$ cat config.mk
export PLATFORM = sky130hd
export DESIGN_NAME = uart_core
export DESIGN_NICKNAME = d
export VERILOG_FILES = /design/src/rtl/uart_core.sv
export SDC_FILE = /design/constraint.sdc
export NUM_CORES = 1
export LEC_CHECK = 0
export ABC_AREA = 0
export BUFFER_PORTS_ARGS = -buffer_cell sky130_fd_sc_hd__buf_2
export CAP_MARGIN = 20
export CELL_PAD_IN_SITES_DETAIL_PLACEMENT = 0
export CELL_PAD_IN_SITES_GLOBAL_PLACEMENT = 1
export CORE_ASPECT_RATIO = 0.7
export CORE_MARGIN = 4
export CORE_UTILIZATION = 47
export DETAILED_ROUTE_END_ITERATION = 8
export PLACE_DENSITY = 0.82
export SLEW_MARGIN = 20
export SYNTH_ARGS = -nofsm -noshare
export SYNTH_HDL_FRONTEND = slang
export SYNTH_SLANG_ARGS = --single-unit
$ cat constraint.sdc
create_clock -name clk -period 5.3 [get_ports clk]
set_input_delay 0.795 -clock clk [delete_from_list [all_inputs] [get_ports clk]]
set_output_delay 0.795 -clock clk [all_outputs]
set_load 0.02 [all_outputs]
$ cat src/rtl/uart_core.sv
// rtl/uart_core.sv - full-duplex UART with configurable frame, RX glitch filter, error flags and loopback
module uart_core #(
    parameter int CLKS_PER_BIT = 16,
    parameter int DATA_BITS    = 8,
    parameter int PARITY       = 0,
    parameter int STOP_BITS    = 1
) (
    input  logic                 clk,
    input  logic                 reset,
    input  logic [DATA_BITS-1:0] tx_data,
    input  logic                 tx_valid,
    output logic                 tx_ready,
    output logic                 tx,
    input  logic                 rx,
    input  logic                 loopback,
    output logic [DATA_BITS-1:0] rx_data,
    output logic                 rx_valid,
    output logic                 parity_err,
    output logic                 frame_err,
    output logic                 tx_busy,
    output logic                 rx_busy
);

    localparam int              CW         = $clog2(CLKS_PER_BIT);
    localparam logic [CW-1:0]   BIT_LAST   = CW'(CLKS_PER_BIT - 1);
    localparam logic [CW-1:0]   HALF_LAST  = CW'(CLKS_PER_BIT / 2 - 1);
    localparam logic [3:0]      DATA_LAST  = 4'(DATA_BITS - 1);
    localparam logic [3:0]      STOP_LAST  = 4'(STOP_BITS - 1);
    localparam bit              HAS_PARITY = (PARITY != 0);
    localparam bit              ODD        = (PARITY == 2);

    typedef enum logic [2:0] {
        ST_IDLE,
        ST_START,
        ST_DATA,
        ST_PARITY,
        ST_STOP
    } state_t;

    state_t                 tx_state;
    logic [CW-1:0]          tx_cnt;
    logic [3:0]             tx_bit;
    logic [DATA_BITS-1:0]   tx_shift;
    logic                   tx_par;

    always_ff @(posedge clk) begin
        if (reset) begin
            tx_state <= ST_IDLE;
            tx_cnt   <= '0;
            tx_bit   <= '0;
            tx_shift <= '0;
            tx_par   <= 1'b0;
            tx       <= 1'b1;
            tx_ready <= 1'b1;
            tx_busy  <= 1'b0;
        end else begin
            case (tx_state)
                ST_IDLE: begin
                    if (tx_valid) begin
                        tx_shift <= tx_data;
                        tx_par   <= (^tx_data) ^ ODD;
                        tx_cnt   <= '0;
                        tx       <= 1'b0;
                        tx_ready <= 1'b0;
                        tx_busy  <= 1'b1;
                        tx_state <= ST_START;
                    end
                end
                default: begin
                    if (tx_cnt != BIT_LAST) begin
                        tx_cnt <= tx_cnt + CW'(1);
                    end else begin
                        tx_cnt <= '0;
                        case (tx_state)
                            ST_START: begin
                                tx       <= tx_shift[0];
                                tx_shift <= {1'b0, tx_shift[DATA_BITS-1:1]};
                                tx_bit   <= '0;
                                tx_state <= ST_DATA;
                            end
                            ST_DATA: begin
                                if (tx_bit == DATA_LAST) begin
                                    tx_bit <= '0;
                                    if (HAS_PARITY) begin
                                        tx       <= tx_par;
                                        tx_state <= ST_PARITY;
                                    end else begin
                                        tx       <= 1'b1;
                                        tx_state <= ST_STOP;
                                    end
                                end else begin
                                    tx       <= tx_shift[0];
                                    tx_shift <= {1'b0, tx_shift[DATA_BITS-1:1]};
                                    tx_bit   <= tx_bit + 4'd1;
                                end
                            end
                            ST_PARITY: begin
                                tx       <= 1'b1;
                                tx_bit   <= '0;
                                tx_state <= ST_STOP;
                            end
                            default: begin
                                if (tx_bit == STOP_LAST) begin
                                    tx_ready <= 1'b1;
                                    tx_busy  <= 1'b0;
                                    tx_state <= ST_IDLE;
                                end else begin
                                    tx_bit <= tx_bit + 4'd1;
                                end
                            end
                        endcase
                    end
                end
            endcase
        end
    end

    logic                   line_in;
    logic                   sync1;
    logic                   sync2;
    logic                   armed;
    state_t                 rx_state;
    logic [CW-1:0]          rx_cnt;
    logic [3:0]             rx_bit;
    logic [DATA_BITS-1:0]   rx_shift;
    logic                   rx_pbit;
    logic                   rx_ferr;

    assign line_in = loopback ? tx : rx;

    // armed only rises after the line reads high, so a stuck-low line cannot retrigger a frame
    always_ff @(posedge clk) begin
        if (reset) begin
            sync1      <= 1'b1;
            sync2      <= 1'b1;
            armed      <= 1'b0;
            rx_state   <= ST_IDLE;
            rx_cnt     <= '0;
            rx_bit     <= '0;
            rx_shift   <= '0;
            rx_pbit    <= 1'b0;
            rx_ferr    <= 1'b0;
            rx_data    <= '0;
            rx_valid   <= 1'b0;
            parity_err <= 1'b0;
            frame_err  <= 1'b0;
            rx_busy    <= 1'b0;
        end else begin
            sync1    <= line_in;
            sync2    <= sync1;
            rx_valid <= 1'b0;
            case (rx_state)
                ST_IDLE: begin
                    if (!armed) begin
                        armed <= sync2;
                    end else if (!sync2) begin
                        armed    <= 1'b0;
                        rx_cnt   <= '0;
                        rx_busy  <= 1'b1;
                        rx_state <= ST_START;
                    end
                end
                ST_START: begin
                    if (rx_cnt != HALF_LAST) begin
                        rx_cnt <= rx_cnt + CW'(1);
                    end else begin
                        rx_cnt <= '0;
                        if (!sync2) begin
                            rx_bit   <= '0;
                            rx_ferr  <= 1'b0;
                            rx_state <= ST_DATA;
                        end else begin
                            rx_busy  <= 1'b0;
                            rx_state <= ST_IDLE;
                        end
                    end
                end
                default: begin
                    if (rx_cnt != BIT_LAST) begin
                        rx_cnt <= rx_cnt + CW'(1);
                    end else begin
                        rx_cnt <= '0;
                        case (rx_state)
                            ST_DATA: begin
                                rx_shift <= {sync2, rx_shift[DATA_BITS-1:1]};
                                if (rx_bit == DATA_LAST) begin
                                    rx_bit   <= '0;
                                    rx_state <= HAS_PARITY ? ST_PARITY : ST_STOP;
                                end else begin
                                    rx_bit <= rx_bit + 4'd1;
                                end
                            end
                            ST_PARITY: begin
                                rx_pbit  <= sync2;
                                rx_state <= ST_STOP;
                            end
                            default: begin
                                if (rx_bit == STOP_LAST) begin
                                    rx_data    <= rx_shift;
                                    rx_valid   <= 1'b1;
                                    parity_err <= HAS_PARITY && ((^{rx_shift, rx_pbit}) ^ ODD);
                                    frame_err  <= rx_ferr | ~sync2;
                                    rx_busy    <= 1'b0;
                                    rx_state   <= ST_IDLE;
                                end else begin
                                    rx_ferr <= rx_ferr | ~sync2;
                                    rx_bit  <= rx_bit + 4'd1;
                                end
                            end
                        endcase
                    end
                end
            endcase
        end
    end

endmodule
# Yosys cells after proc, flatten, opt, wreduce, memory -nomap -nowiden
# Index checks and enable logic that the tools add are counted.
# totals
inputBits	13
output_inout_bits	15
ff_bits	56
# op_classes
mux	69
n_reduce_logical	27
bitwise_logic	8
n_eq_ne	30
n_addsub	4
# op_table
op	n
$mux 4	13
$mux 3	11
$mux 8	4
$pmux 4 s2	4
$mux 1	29
$reduce_and 6->1	3
$add 4x1->4 const B	4
$pmux 8 s2	1
$reduce_and 4->1	4
$eq 3x2->1 const B	4
$ne 2x1->1 const B	6
$ne 2x2->1 const B	6
$pmux 3 s2	2
$reduce_bool 5->1	2
$ne 3x1->1 const B	3
$ne 3x2->1 const B	3
$pmux 3 s3	1
$reduce_and 3->1	3
$eq 4x3->1 const B	2
$logic_not 4->1	2
$ne 4x4->1 const B	2
$not 1->1	7
$reduce_and 7->1	1
$eq 3x1->1 const B	2
14 further kinds	19

# Logic depth before layout (Yosys ltp)
# logic_depth
word_depth	6
depth_mapped	7

# Worst setup path before layout
# OpenSTA, ideal clock, no wires.
# synth_timing
path_type	input-to-reg
start	input port tx_valid
end	register tx_shift[0]
path_slack_ns	3.200
n_path_buf	1
required_time_ns	5.209
path_stages	5
arrival_ns	2.010
path_cell_list	or4b_2 -> clkbuf_1 -> o31ai_1 -> nor3_1 -> a311oi_1
# synth_via
elab_chain_len	2
# synth_rtl
element	line	rtl
start, declared	11	input logic tx_valid,
$ne 2x2->1 (no source line)	--	
$reduce_and 4->1 (no source line)	--	
end signal, assigned	60	tx_shift <= tx_data;
end signal, assigned	77	tx_shift <= {1'b0, tx_shift[DATA_BITS-1:1]};
end signal, assigned	93	tx_shift <= {1'b0, tx_shift[DATA_BITS-1:1]};
end, declared	43	logic [DATA_BITS-1:0] tx_shift;
# No other way between the ends.
# A chain may end at the register's enable or synchronous reset.

# Worst setup path in the final report
# layout_timing
start	register tx_cnt[0]
end	register tx_shift[2]
# layout_via
elab_chain_len	3
# layout_rtl
element	line	rtl
start, declared	41	logic [CW-1:0] tx_cnt;
start signal, assigned	71	tx_cnt <= tx_cnt + CW'(1);
$ne 4x4->1	70	if (tx_cnt != BIT_LAST) begin
$ne 2x1->1 (no source line)	--	
$reduce_and 4->1 (no source line)	--	
# No other way between the ends.

==> impl_metrics.json <==
{
  "status": "complete, no violations",
  "die_w_um": 97.54,
  "synthArstFlopShare_pct": 0,
  "drive_gt1_share_pct": 14.02,
  "rows": 22,
  "hold_viol": 0,
  "synth.net_count": 325,
  "numCtsBuffers": 5,
  "clock.fmax_mhz": 414.6,
  "p_sw_share_pct": 26.90,
  "cts.reportedPaths.clkPinSlew_ns": 0.10,
  "gp_congestion": 0.8101,
  "cts_tree": "done",
  "viasPerCell": 5.677,
  "yosys-top-cells-area": "dfxtp_1 43%, mux2i_1 6.8%, nor2_1 4.4%",
  "ant_nets": 0,
  "crit_path_start": "tx_cnt[0]",
  "antenna_found_initial": 0,
  "drt_iter0_drc": 158,
  "rr_worst_depth": 5,
  "crit_arrival_ns": 2.63,
  "r2r_end": "tx_shift[2]",
  "maxCapViolations": 0,
  "critPathMaxFanout": 8,
  "hold_buffers": 0,
  "comb_power_share_pct": 13.0,
  "nets": 339,
  "seq_area_um2": 1121,
  "cts_resized": 0,
  "route.detailed.drc": 0,
  "routed_wl_mm": 5.649,
  "power.switching_w": 0.0002303,
  "finalCriticalPeriod_ns": 2.412,
  "clkLatencyLatePin_ns": 0.32,
  "ff2ff_setup_slack_ns": 2.89,
  "ys.flop_type": "dfxtp_1",
  "grt_pass1_vias": 1942,
  "yosys.cell_types.count": 52,
  "slew_violations": 0,
  "grt_max_degree": 51,
  "cts_sinks": 56,
  "grt-ovfl-total": 0,
  "io_pins": 28,
  "crit_end": "tx_shift[2]",
  "drtPass1Iterations": 4,
  "wl_per_cell_um": 14.37,
  "die_area_um2": 6893,
  "diodes": 0,
  "seqPwrFrac_pct": 53.5,
  "tns_ns": 0,
  "yosysTopAreaCell": "dfxtp_1",
  "start_kind": "flop",
  "die_h_um": 70.68,
  "grt_pass1_wl_mm": 9.522,
  "crit_path_end_kind": "flop",
  "post-route-util_pct": 54.24,
  "initial_core_util_pct": 49.39,
  "syn_area_um2": 2638,
  "coreArea_um2": 5340,
  "synthTopCellsByCount": "56 x dfxtp_1, 31 x nor2_1, 29 x nand2_1, 21 x a21oi_1, 18 x mux2i_1",
  "vias": 2231,
  "dp_hpwl_mm": 3.881,
  "grtUsageTotal_pct": 16.67,
  "clock_power_share_pct": 33.5,
  "p_per_area_nw_per_um2": 295.5,
  "leakage_nw": 1.073,
  "cts_buffer_depth": 2,
  "fillerInstances": 504,
  "portBuffers": 26,
  "multiInputGateArea_um2": 1399,
  "synth.most_common_cell": "dfxtp_1",
  "skew_ns": 0.009546,
  "synth-edff-count": 0,
  "synth_seq_cells": 56,
  "post-synth-top-area-fraction_pct": 42.50,
  "slew_headroom_pct": 28.46,
  "post_cts_buffers": 0,
  "min_path_type": "reg2reg",
  "ir_drop_mv": 0.1810,
  "r2r_start": "tx_cnt[0]",
  "yosysSeqAreaShare_pct": 42.50,
  "ctsHtreeMaxLevel": 2,
  "rsz0062_at_grt": "no",
  "required_ns": 5.52,
  "postSynthAreaPerCell_um2": 8.619,
  "intPower_w": 0.0006256,
  "timing.final.crit_share_pct": 45.51,
  "area_delta_synth_final_pct": 9.820,
  "finalSetupViolCount": 0,
  "crit_type": "reg2reg",
  "tightest_slew_ns": 1.064,
  "cts_root_buffer": "clkbuf_8",
  "syn_inst": 306,
  "yosys_warnings": 0
}
sequential cells by signal, indices dropped and copies added, names as in the netlist, 3 cells and up:
name / count
tx_state: 3
rx_shift: 8
rx_bit: 4
tx_shift: 8
rx_cnt: 4
tx_bit: 4
tx_cnt: 4
rx_data: 8
rx_state: 3
per-layer routing:
layer | wire (um) | global-route usage, %
met3 | 396 | 3.744
met2 | 2158 | 21.34
met1 | 3012 | 26.68
met5 | 0 | 0
met4 | 82 | 5.684
stage by stage:
step	worst slack (ns)	hold WS, ns	instances	power [W]	area, um2
after floorplan	3.200	0.3895	306	0.0005492	2638
after global placement	2.775	0.3927	385	0.0005770	2781
after detailed placement	2.767	0.3969	385	0.0005774	2781
after CTS	2.973	0.4281	393	0.0008650	2897
after global routing	2.710	0.4512	393	0.0008966	2897
final	2.888	0.4289	393	0.0008559	2897
cell usage in the layout, fill, tap and decap left out, types with 2 or more instances in the layout:
master / count
dfxtp_1: 56
nor2_1: 31
nand2_1: 29
buf_2: 26
a21oi_1: 21
mux2i_1: 18
nor3_1: 16
o21ai_0: 13
inv_1: 9
a311oi_1: 8
or3_1: 7
nand3_1: 7
ha_1: 6
and3_1: 5
nand2b_1: 5
clkbuf_8: 5
nor3b_1: 4
o311ai_0: 3
o31ai_1: 3
and2_1: 3
a211oi_1: 3
nand3b_1: 3
or4b_2: 2
and3b_1: 2
o21a_1: 2
o32ai_1: 2
nand4b_1: 2
xnor2_1: 2
o221a_2: 2
power by group through the flow:
stage | logic [W] | registers (W) | clock network [W]
3_5_place_dp | 0.000111 | 0.000467 | 0
3_3_place_gp | 0.000110 | 0.000467 | 0
4_1_cts | 0.000111 | 0.000457 | 0.000297
6_report | 0.000111 | 0.000457 | 0.000287
5_1_grt | 0.000126 | 0.000461 | 0.000310
2_1_floorplan | 0.0000901 | 0.000459 | 0
critical path, cell delays in order, from the launching register on:
cell      delay [ns]
dfxtp_1         0.39
ha_1            0.26
nand3_1         0.29
o31ai_1         0.97
nor3_1          0.09
a311oi_1        0.31
worst min-delay path by stage:
stage | endpoint | cells after the start | startpoint | slack [ns]
2_1_floorplan | sync2 | 1 | sync1 | 0.39
3_3_place_gp | sync2 | 1 | sync1 | 0.39
3_5_place_dp | sync2 | 1 | sync1 | 0.40
4_1_cts | sync2 | 1 | sync1 | 0.43
5_1_grt | sync2 | 1 | sync1 | 0.45
6_report | sync2 | 1 | sync1 | 0.43
cells by family after synthesis:
| family | synth area share [%] |
|---|---|
| AOI/OAI and AO/OA | 17.51 |
| xor gates and xnor gates | 0.6643 |
| adders and majority gates | 2.846 |
| buffers and inverters | 4.459 |
| DFF | 42.50 |
| muxes | 7.258 |
| other | 0.1422 |
| and+or+nand+nor | 24.62 |
layout make-up:
class | instances | share of cell area (%)
clock inverters | 3 | 1.598
flip-flops and latches | 56 | 38.70
repair buffers | 27 | 4.752
well taps | 72 | 3.110
inverters | 9 | 1.166
clock buffers | 5 | 2.376
multi-input cells | 221 | 48.29
Note: power is estimated with default switching activity, not from simulation.
